==> config.mk <==
export PLATFORM = sky130hd
export DESIGN_NAME = dlx_fetch_unit
export DESIGN_NICKNAME = d
export VERILOG_FILES = /design/src/rtl/dlx_fetch_unit.sv
export SDC_FILE = /design/constraint.sdc
export NUM_CORES = 1
export LEC_CHECK = 0
export BUFFER_PORTS_ARGS = -buffer_cell sky130_fd_sc_hd__buf_2
export CAP_MARGIN = 20
export CORE_ASPECT_RATIO = 1.1
export CORE_MARGIN = 2
export CORE_UTILIZATION = 40
export DETAILED_ROUTE_END_ITERATION = 16
export PLACE_DENSITY = 0.66
export SLEW_MARGIN = 20
export SYNTH_ARGS = -nofsm -noshare
export SYNTH_HDL_FRONTEND = slang
export SYNTH_SLANG_ARGS = --single-unit
==> constraint.sdc <==
create_clock -name CLK -period 4.36 [get_ports CLK]
set_input_delay 0.218 -clock CLK [delete_from_list [all_inputs] [get_ports CLK]]
set_output_delay 0.218 -clock CLK [all_outputs]
set_load 0.01 [all_outputs]
==> src/rtl/dlx_fetch_unit.sv <==
// DLX instruction-fetch stage: reads instruction memory at PC and holds the word in IR
// until decode accepts it, pulsing PC_EN once per delivered instruction.
module dlx_fetch_unit #(
  parameter int ADDR_W = 16,
  parameter int DATA_W = 32
) (
  input  logic              CLK,
  input  logic              RESET,
  input  logic              RUN,
  input  logic [ADDR_W-1:0] PC,
  output logic              PC_EN,
  output logic              IMEM_RD,
  output logic [ADDR_W-1:0] IMEM_ADDR,
  input  logic [DATA_W-1:0] IMEM_RDATA,
  input  logic              IMEM_ACK,
  output logic [DATA_W-1:0] IR,
  output logic [ADDR_W-1:0] IR_PC,
  output logic              IR_VALID,
  input  logic              IR_READY,
  input  logic              FLUSH,
  output logic [15:0]       FETCH_CNT
);

  typedef enum logic [1:0] {IDLE, REQ, WAIT, HOLD} state_t;

  state_t              state, state_next;
  logic                pc_en, pc_en_next;
  logic                imem_rd, imem_rd_next;
  logic [ADDR_W-1:0]   imem_addr, imem_addr_next;
  logic [DATA_W-1:0]   ir, ir_next;
  logic [ADDR_W-1:0]   ir_pc, ir_pc_next;
  logic                ir_valid, ir_valid_next;
  logic [15:0]         fetch_cnt, fetch_cnt_next;
  logic                discard, discard_next;

  always_ff @(posedge CLK) begin
    if (RESET) begin
      state     <= IDLE;
      pc_en     <= 1'b0;
      imem_rd   <= 1'b0;
      imem_addr <= '0;
      ir        <= '0;
      ir_pc     <= '0;
      ir_valid  <= 1'b0;
      fetch_cnt <= '0;
      discard   <= 1'b0;
    end else begin
      state     <= state_next;
      pc_en     <= pc_en_next;
      imem_rd   <= imem_rd_next;
      imem_addr <= imem_addr_next;
      ir        <= ir_next;
      ir_pc     <= ir_pc_next;
      ir_valid  <= ir_valid_next;
      fetch_cnt <= fetch_cnt_next;
      discard   <= discard_next;
    end
  end

  always_comb begin
    state_next     = state;
    pc_en_next     = 1'b0;
    imem_rd_next   = imem_rd;
    imem_addr_next = imem_addr;
    ir_next        = ir;
    ir_pc_next     = ir_pc;
    ir_valid_next  = ir_valid;
    fetch_cnt_next = fetch_cnt;
    discard_next   = discard;

    case (state)
      IDLE: begin
        if (RUN) state_next = REQ;
      end
      REQ: begin
        imem_addr_next = PC;
        imem_rd_next   = 1'b1;
        state_next     = WAIT;
      end
      WAIT: begin
        if (IMEM_ACK) begin
          imem_rd_next = 1'b0;
          if (discard) begin
            discard_next = 1'b0;
            state_next   = IDLE;
          end else begin
            ir_next        = IMEM_RDATA;
            ir_pc_next     = imem_addr;
            ir_valid_next  = 1'b1;
            pc_en_next     = 1'b1;
            fetch_cnt_next = fetch_cnt + 16'd1;
            state_next     = HOLD;
          end
        end
      end
      HOLD: begin
        if (IR_READY) begin
          ir_valid_next = 1'b0;
          state_next    = RUN ? REQ : IDLE;
        end
      end
      default: state_next = IDLE;
    endcase

    // A bus read cannot be aborted, so a flush during WAIT only marks the
    // outstanding word to be dropped when it eventually returns.
    if (FLUSH) begin
      ir_valid_next  = 1'b0;
      pc_en_next     = 1'b0;
      ir_next        = ir;
      ir_pc_next     = ir_pc;
      fetch_cnt_next = fetch_cnt;
      if (state == WAIT && !IMEM_ACK) begin
        discard_next = 1'b1;
      end else begin
        imem_rd_next   = 1'b0;
        imem_addr_next = imem_addr;
        discard_next   = 1'b0;
        state_next     = IDLE;
      end
    end
  end

  assign PC_EN     = pc_en;
  assign IMEM_RD   = imem_rd;
  assign IMEM_ADDR = imem_addr;
  assign IR        = ir;
  assign IR_PC     = ir_pc;
  assign IR_VALID  = ir_valid;
  assign FETCH_CNT = fetch_cnt;

endmodule
Word-level counts from Yosys, hierarchy flattened
Cells that the tools add are included.
{ "word_totals": {"ff_bits": 86, "input_bits": 54, "elab_cells": 56} }
{ "classes": {"n_addsub": 1, "n_eq_ne": 7, "muxes": 24, "n_bitwise": 4, "n_reduce_logical": 11} }
{ "ops": {"columns": ["cell", "n"], "rows": [
  ["16-bit 2-to-1 mux", 3],
  ["16-bit by 1-bit adder with 16-bit output, second input constant", 1],
  ["1-bit 2-to-1 mux", 12],
  ["2-bit 2-to-1 mux", 6],
  ["2-bit one-hot mux with 4 select lines", 1],
  ["4-bit AND reduction", 2],
  ["2-bit != test, second input constant", 3],
  ["2-bit nonzero test", 3],
  ["2-bit equality test, second input constant", 2],
  ["1-bit inverter", 4],
  ["1-bit one-hot mux with 2 select lines", 2],
  ["4-bit OR reduction", 1],
  ["2-bit by 1-bit equality test with 1-bit output, second input constant", 1],
  ["2-bit logical NOT", 1],
  ["2-bit by 1-bit != test with 1-bit output, second input constant", 1],
  ["2-bit AND reduction", 1],
  ["2-bit OR reduction", 1],
  ["1-bit logical AND", 1],
  ["1-bit logical NOT", 1]
]} }

Longest topological paths before layout
{ "logic_depth": {"depth_word": 5, "mapped_depth": 7} }

Least setup slack after synthesis
Ideal clock, no wire load.
{ "synth_timing": {"path_type": "reg2reg", "from": "register state[0]", "to": "register fetch_cnt[14] (netlist: FETCH_CNT[14])", "arrival_time_ns": 1.749, "required_time_ns": 4.290, "slack_ns": 2.541, "path_stages_with_launch": 7, "path_buffers": 0, "period_less_slack_ns": 1.819, "cell_sequence": "dfxtp_1 -> inv_1 -> ha_1 -> nand4bb_1 -> or4_4 -> or3_1 -> a21oi_1"} }
{ "synth_between": {"elab_chain_len": 2} }
{ "synth_rtl": {"columns": ["element", "line", "source"], "rows": [
  ["from (decl)", "26", "state_t state, state_next;"],
  ["from (signal assigned)", "48", "state <= state_next;"],
  ["2-bit equality test", "71", "case (state)"],
  ["4-bit AND reduction (no line)", null, null],
  ["to (signal assigned)", "55", "fetch_cnt <= fetch_cnt_next;"],
  ["to (decl)", "33", "logic [15:0] fetch_cnt, fetch_cnt_next;"]
]} }
No other way between the ends.
A chain may end at the register's enable or synchronous reset.

Final worst setup path
{ "layout_timing": {"from": "register state[0]", "to": "register fetch_cnt[12] (netlist: FETCH_CNT[12])"} }
Same word-level chain as after synthesis.

==> PnR_summary.wiki <==
{| class="wikitable"
! Metric !! Value
|-
| Layout Skew || 11.6 ps
|-
| R2R Path Start || state[0]$_SDFF_PP0_
|-
| Final TNS setup || 0 ps
|-
| Slowest cell on the critical path || sky130_fd_sc_hd__nand4bb_2
|-
| Worst path cell trace || inv_1, ha_1, nand4bb_2, buf_4, nor2_1, and4_1, mux2_2
|-
| CTS tree || done
|-
| Placer congestion estimate || 0.755
|-
| Largest net degree at the start of global routing || 55
|-
| Final worst path period need || 2650 ps
|-
| Part of the total power dissipated in the clock network || 41.5%
|-
| Switching share of power || 22.0%
|-
| Clk Latency, worst-skew pair || 350 ps
|-
| Data arrival, critical path || 2890 ps
|-
| Syn Inst Count || 383
|-
| Most common library cell in the layout ignoring fill and taps || sky130_fd_sc_hd__buf_2
|-
| Chip Height || 98.7 um
|-
| Ys Warns || 0
|-
| Peak VDD IR || 0.180 mV
|-
| Clock-pin slew reported for the worst setup and hold paths after clock tree synthesis || 90 ps
|-
| Power density relative to cell area || 345 nW/um2
|-
| Commonest cells after routing, fill and taps aside || sky130_fd_sc_hd__buf_2, sky130_fd_sc_hd__nand2_1, sky130_fd_sc_hd__dfxtp_1
|-
| Global-route wire length before repair || 12800 um
|-
| Max capacitance violation total || 0
|-
| CTS Root Buffer Type || sky130_fd_sc_hd__clkbuf_8
|-
| Mean cell area of the mapped netlist || 8.51 um2
|-
| Area of the mapped netlist || 3260 um2
|-
| Post-Synthesis Net Count || 442
|-
| Overall fraction of global-route tracks in use || 17.6%
|-
| Class of the worst hold path || in2reg
|-
| Vias after detailed routing || 3021
|-
| Starting density of the core || 41.2%
|-
| DRC Markers || 0
|-
| RSZ-0062 raised after global routing || no
|-
| Reg-to-reg slack, setup || 1710 ps
|-
| Number of I/O port buffers || 136
|-
| Delay-heaviest family, CP || simple AND/OR/NAND/NOR gates
|-
| Count of H-tree levels built during CTS || 3
|-
| Mean routed wirelength per cell || 12.6 um
|-
| Final Routed Wirelength || 7890 um
|-
| Placeable core region || 7910 um2
|-
| Result of the run || finished clean
|-
| Reg2Reg Depth || 7
|-
| Clock buffer count from CTS || 9
|-
| Area growth, synth to finish || 30.1%
|-
| Final ANT Viol Nets || 0
|-
| Initial antenna violation count || 0
|-
| Cell internal pwr || 1.14 mW
|-
| Transition time at the pin with the least slew margin || 849 ps
|-
| Maximum cell stage delay along the critical path || 570 ps
|-
| Power dissipated by switching net loads || 0.322 mW
|-
| Clock Tree Buf Depth || 2
|-
| Layout cells sized above 1 || 30.8%
|-
| Upper clock frequency limit || 0.378 GHz
|-
| Cts-stage hold buffer count || 0
|-
| Post-CTS Repair Setup Buffers || 0
|-
| Number of sinks handled by clock tree synthesis || 86
|-
| Register area share after synthesis || 52.8%
|-
| Final count of negative-setup-slack endpoints || 0
|-
| Hold path cells || 3
|-
| Final Instance Count excl. Fillers || 624
|-
| Flop pwr share || 54.1%
|-
| Initial DRC count || 121
|-
| Data required, critical path || 4600 ps
|-
| Setup crit start kind || flop
|-
| Hold path startpoint || IMEM_RDATA[26]
|-
| Via count of the first global-routing pass || 2838
|-
| End of the worst register-to-register path || FETCH_CNT[12]$_SDFFE_PP0P_
|-
| Total grt overflow || 0
|-
| WP buf/inv || 2
|-
| Count of state elements after synthesis || 86
|-
| First-pass iteration count of the detailed router || 4
|-
| Critical path capture point type || flop
|-
| Relative slew margins || 43.4%
|-
| Number of inserted diodes || 0
|-
| Post-DR vias/cell || 4.84
|-
| Total half-perimeter wirelength after legalization and detailed placement || 5600 um
|-
| Hold worst-path end || IR[26]$_SDFFE_PP0P_
|-
| Final count of pins violating max slew || 0
|-
| Post-route fraction of the period consumed by the critical path || 60.7%
|-
| Library cells used by synthesis || 34
|-
| Die area || 8880 um2
|-
| Count of standard-cell rows || 34
|-
| Total power draw || 1.46 mW
|-
| WS Path Type || reg2reg
|-
| Combinational share of power || 4.4%
|-
| Maximum fanout encountered on the critical timing path || 33
|-
| Die Width || 90.1 um
|-
| Leakage component of the power || 1.81 nW
|-
| Hold Fails Final Rpt || 0
|-
| Number of gates resized after CTS || 0
|-
| Final net count || 570
|-
| # placed instances || 608
|-
| Number of I/O pins || 137
|}
-- tightest hold or removal path: cells and delay by family --
| kind | cells | cell delay (ps) |
|---|---|---|
| compound gates | 1 | 50 |
| buf+inv | 1 | 100 |
| simple gates | 1 | 40 |
-- flip-flops by register name, indices dropped and copies added, names as in the netlist --
name	flops
IR_VALID	1
IR_PC	16
PC_EN	1
IR	32
FETCH_CNT	16
state	2
IMEM_ADDR	16
IMEM_RD	1
discard	1
-- synthesized netlist by cell type --
| cell | count | area, um2 |
|---|---|---|
| sky130_fd_sc_hd__buf_2 | 1 | 5.00 |
| sky130_fd_sc_hd__o21a_1 | 2 | 15.0 |
| sky130_fd_sc_hd__o22ai_1 | 1 | 6.26 |
| sky130_fd_sc_hd__nor2_1 | 30 | 113 |
| sky130_fd_sc_hd__or4_4 | 1 | 11.3 |
| sky130_fd_sc_hd__mux2i_1 | 17 | 170 |
| sky130_fd_sc_hd__xor2_1 | 5 | 43.8 |
| sky130_fd_sc_hd__nor4bb_1 | 1 | 10.0 |
| sky130_fd_sc_hd__and3_1 | 1 | 6.26 |
| sky130_fd_sc_hd__nand2_1 | 106 | 398 |
| sky130_fd_sc_hd__and4_1 | 3 | 26.3 |
| sky130_fd_sc_hd__a21o_1 | 1 | 7.51 |
| sky130_fd_sc_hd__a211oi_1 | 3 | 22.5 |
| sky130_fd_sc_hd__nor4_1 | 2 | 12.5 |
| sky130_fd_sc_hd__mux2_2 | 1 | 11.3 |
| sky130_fd_sc_hd__nor3_1 | 2 | 10.0 |
| sky130_fd_sc_hd__clkbuf_1 | 20 | 75.1 |
| sky130_fd_sc_hd__ha_1 | 5 | 62.6 |
| sky130_fd_sc_hd__buf_4 | 1 | 7.51 |
| sky130_fd_sc_hd__xnor2_1 | 6 | 52.6 |
| sky130_fd_sc_hd__a21oi_2 | 1 | 8.76 |
| sky130_fd_sc_hd__nand3_1 | 4 | 20.0 |
| sky130_fd_sc_hd__nand4bb_1 | 1 | 11.3 |
| sky130_fd_sc_hd__nand4_1 | 5 | 31.3 |
| sky130_fd_sc_hd__or3_1 | 3 | 18.8 |
| sky130_fd_sc_hd__o211ai_1 | 1 | 7.51 |
| sky130_fd_sc_hd__nor2b_1 | 2 | 12.5 |
| sky130_fd_sc_hd__a221oi_1 | 1 | 8.76 |
| sky130_fd_sc_hd__buf_6 | 1 | 11.3 |
| sky130_fd_sc_hd__nand2b_1 | 1 | 6.26 |
| sky130_fd_sc_hd__inv_1 | 5 | 18.8 |
| sky130_fd_sc_hd__dfxtp_1 | 86 | 1720 |
| sky130_fd_sc_hd__a21oi_1 | 59 | 295 |
| sky130_fd_sc_hd__o21ai_0 | 4 | 20.0 |
-- layout make-up --
| class | instances | area (um2) |
|---|---|---|
| Clock buffer | 11 | 131 |
| Clock inverter | 5 | 83.8 |
| Fill cell | 795 | 3670 |
| Inverter | 5 | 18.8 |
| Multi-Input combinational cell | 269 | 1440 |
| Sequential cell | 86 | 1720 |
| Tap cell | 108 | 135 |
| Timing Repair Buffer | 140 | 711 |
-- metrics by stage --
step	hold WS [ps]	worst slack, ps	instance area, um2	util [%]
after detailed placement	444	1700	4030	50.9
after CTS	71.9	1670	4240	53.6
after floorplan	320	2540	3260	-
after global placement	439	1780	4030	50.9
final	92.4	1710	4240	53.6
after global routing	90.1	1490	4240	53.6
-- how the worst max path moves through the flow --
stage                        startpoint                    endpoint  slack (ps)  depth (start not counted)
floorplan           state[0]$_SDFF_PP0_  FETCH_CNT[14]$_SDFFE_PP0P_        2540                          6
global placement    state[0]$_SDFF_PP0_  FETCH_CNT[12]$_SDFFE_PP0P_        1780                          7
detailed placement  state[0]$_SDFF_PP0_  FETCH_CNT[12]$_SDFFE_PP0P_        1700                          7
CTS                 state[0]$_SDFF_PP0_  FETCH_CNT[12]$_SDFFE_PP0P_        1670                          7
global route        state[0]$_SDFF_PP0_  FETCH_CNT[12]$_SDFFE_PP0P_        1490                          7
finish              state[0]$_SDFF_PP0_  FETCH_CNT[12]$_SDFFE_PP0P_        1710                          7
-- power groups by stage --
| stage | sequential [mW] | combinational, mW | clock, mW |
|---|---|---|---|
| floorplan | 0.812 | 0.0279 | 0 |
| global placement | 0.811 | 0.0632 | 0 |
| detailed placement | 0.811 | 0.0651 | 0 |
| CTS | 0.792 | 0.0652 | 0.623 |
| global route | 0.793 | 0.0711 | 0.648 |
| finish | 0.792 | 0.0638 | 0.608 |
-- metal layers --
| layer | part of all wire (%) | GRT usage (%) | routed length [um] | vias up |
|---|---|---|---|---|
| met5 | 0 | 0 | 0 | - |
| met4 | 2.3 | 8.64 | 181 | 0 |
| met3 | 5.9 | 4.36 | 469 | 14 |
| met2 | 50 | 30.8 | 3940 | 90 |
| met1 | 42 | 20.2 | 3300 | 1390 |
| li1 | - | - | - | 1527 |
-- cell families after synthesis --
family | after synthesis | synth area share, %
AOI/OAI and AO/OA | 73 | 12.0
xor gates and xnor gates | 11 | 2.96
adders and majority gates | 5 | 1.92
buffers and inverters | 28 | 3.61
DFF | 86 | 52.8
muxes | 18 | 5.57
and+or+nand+nor | 162 | 21.1
Note: power is estimated with default switching activity, not from simulation.
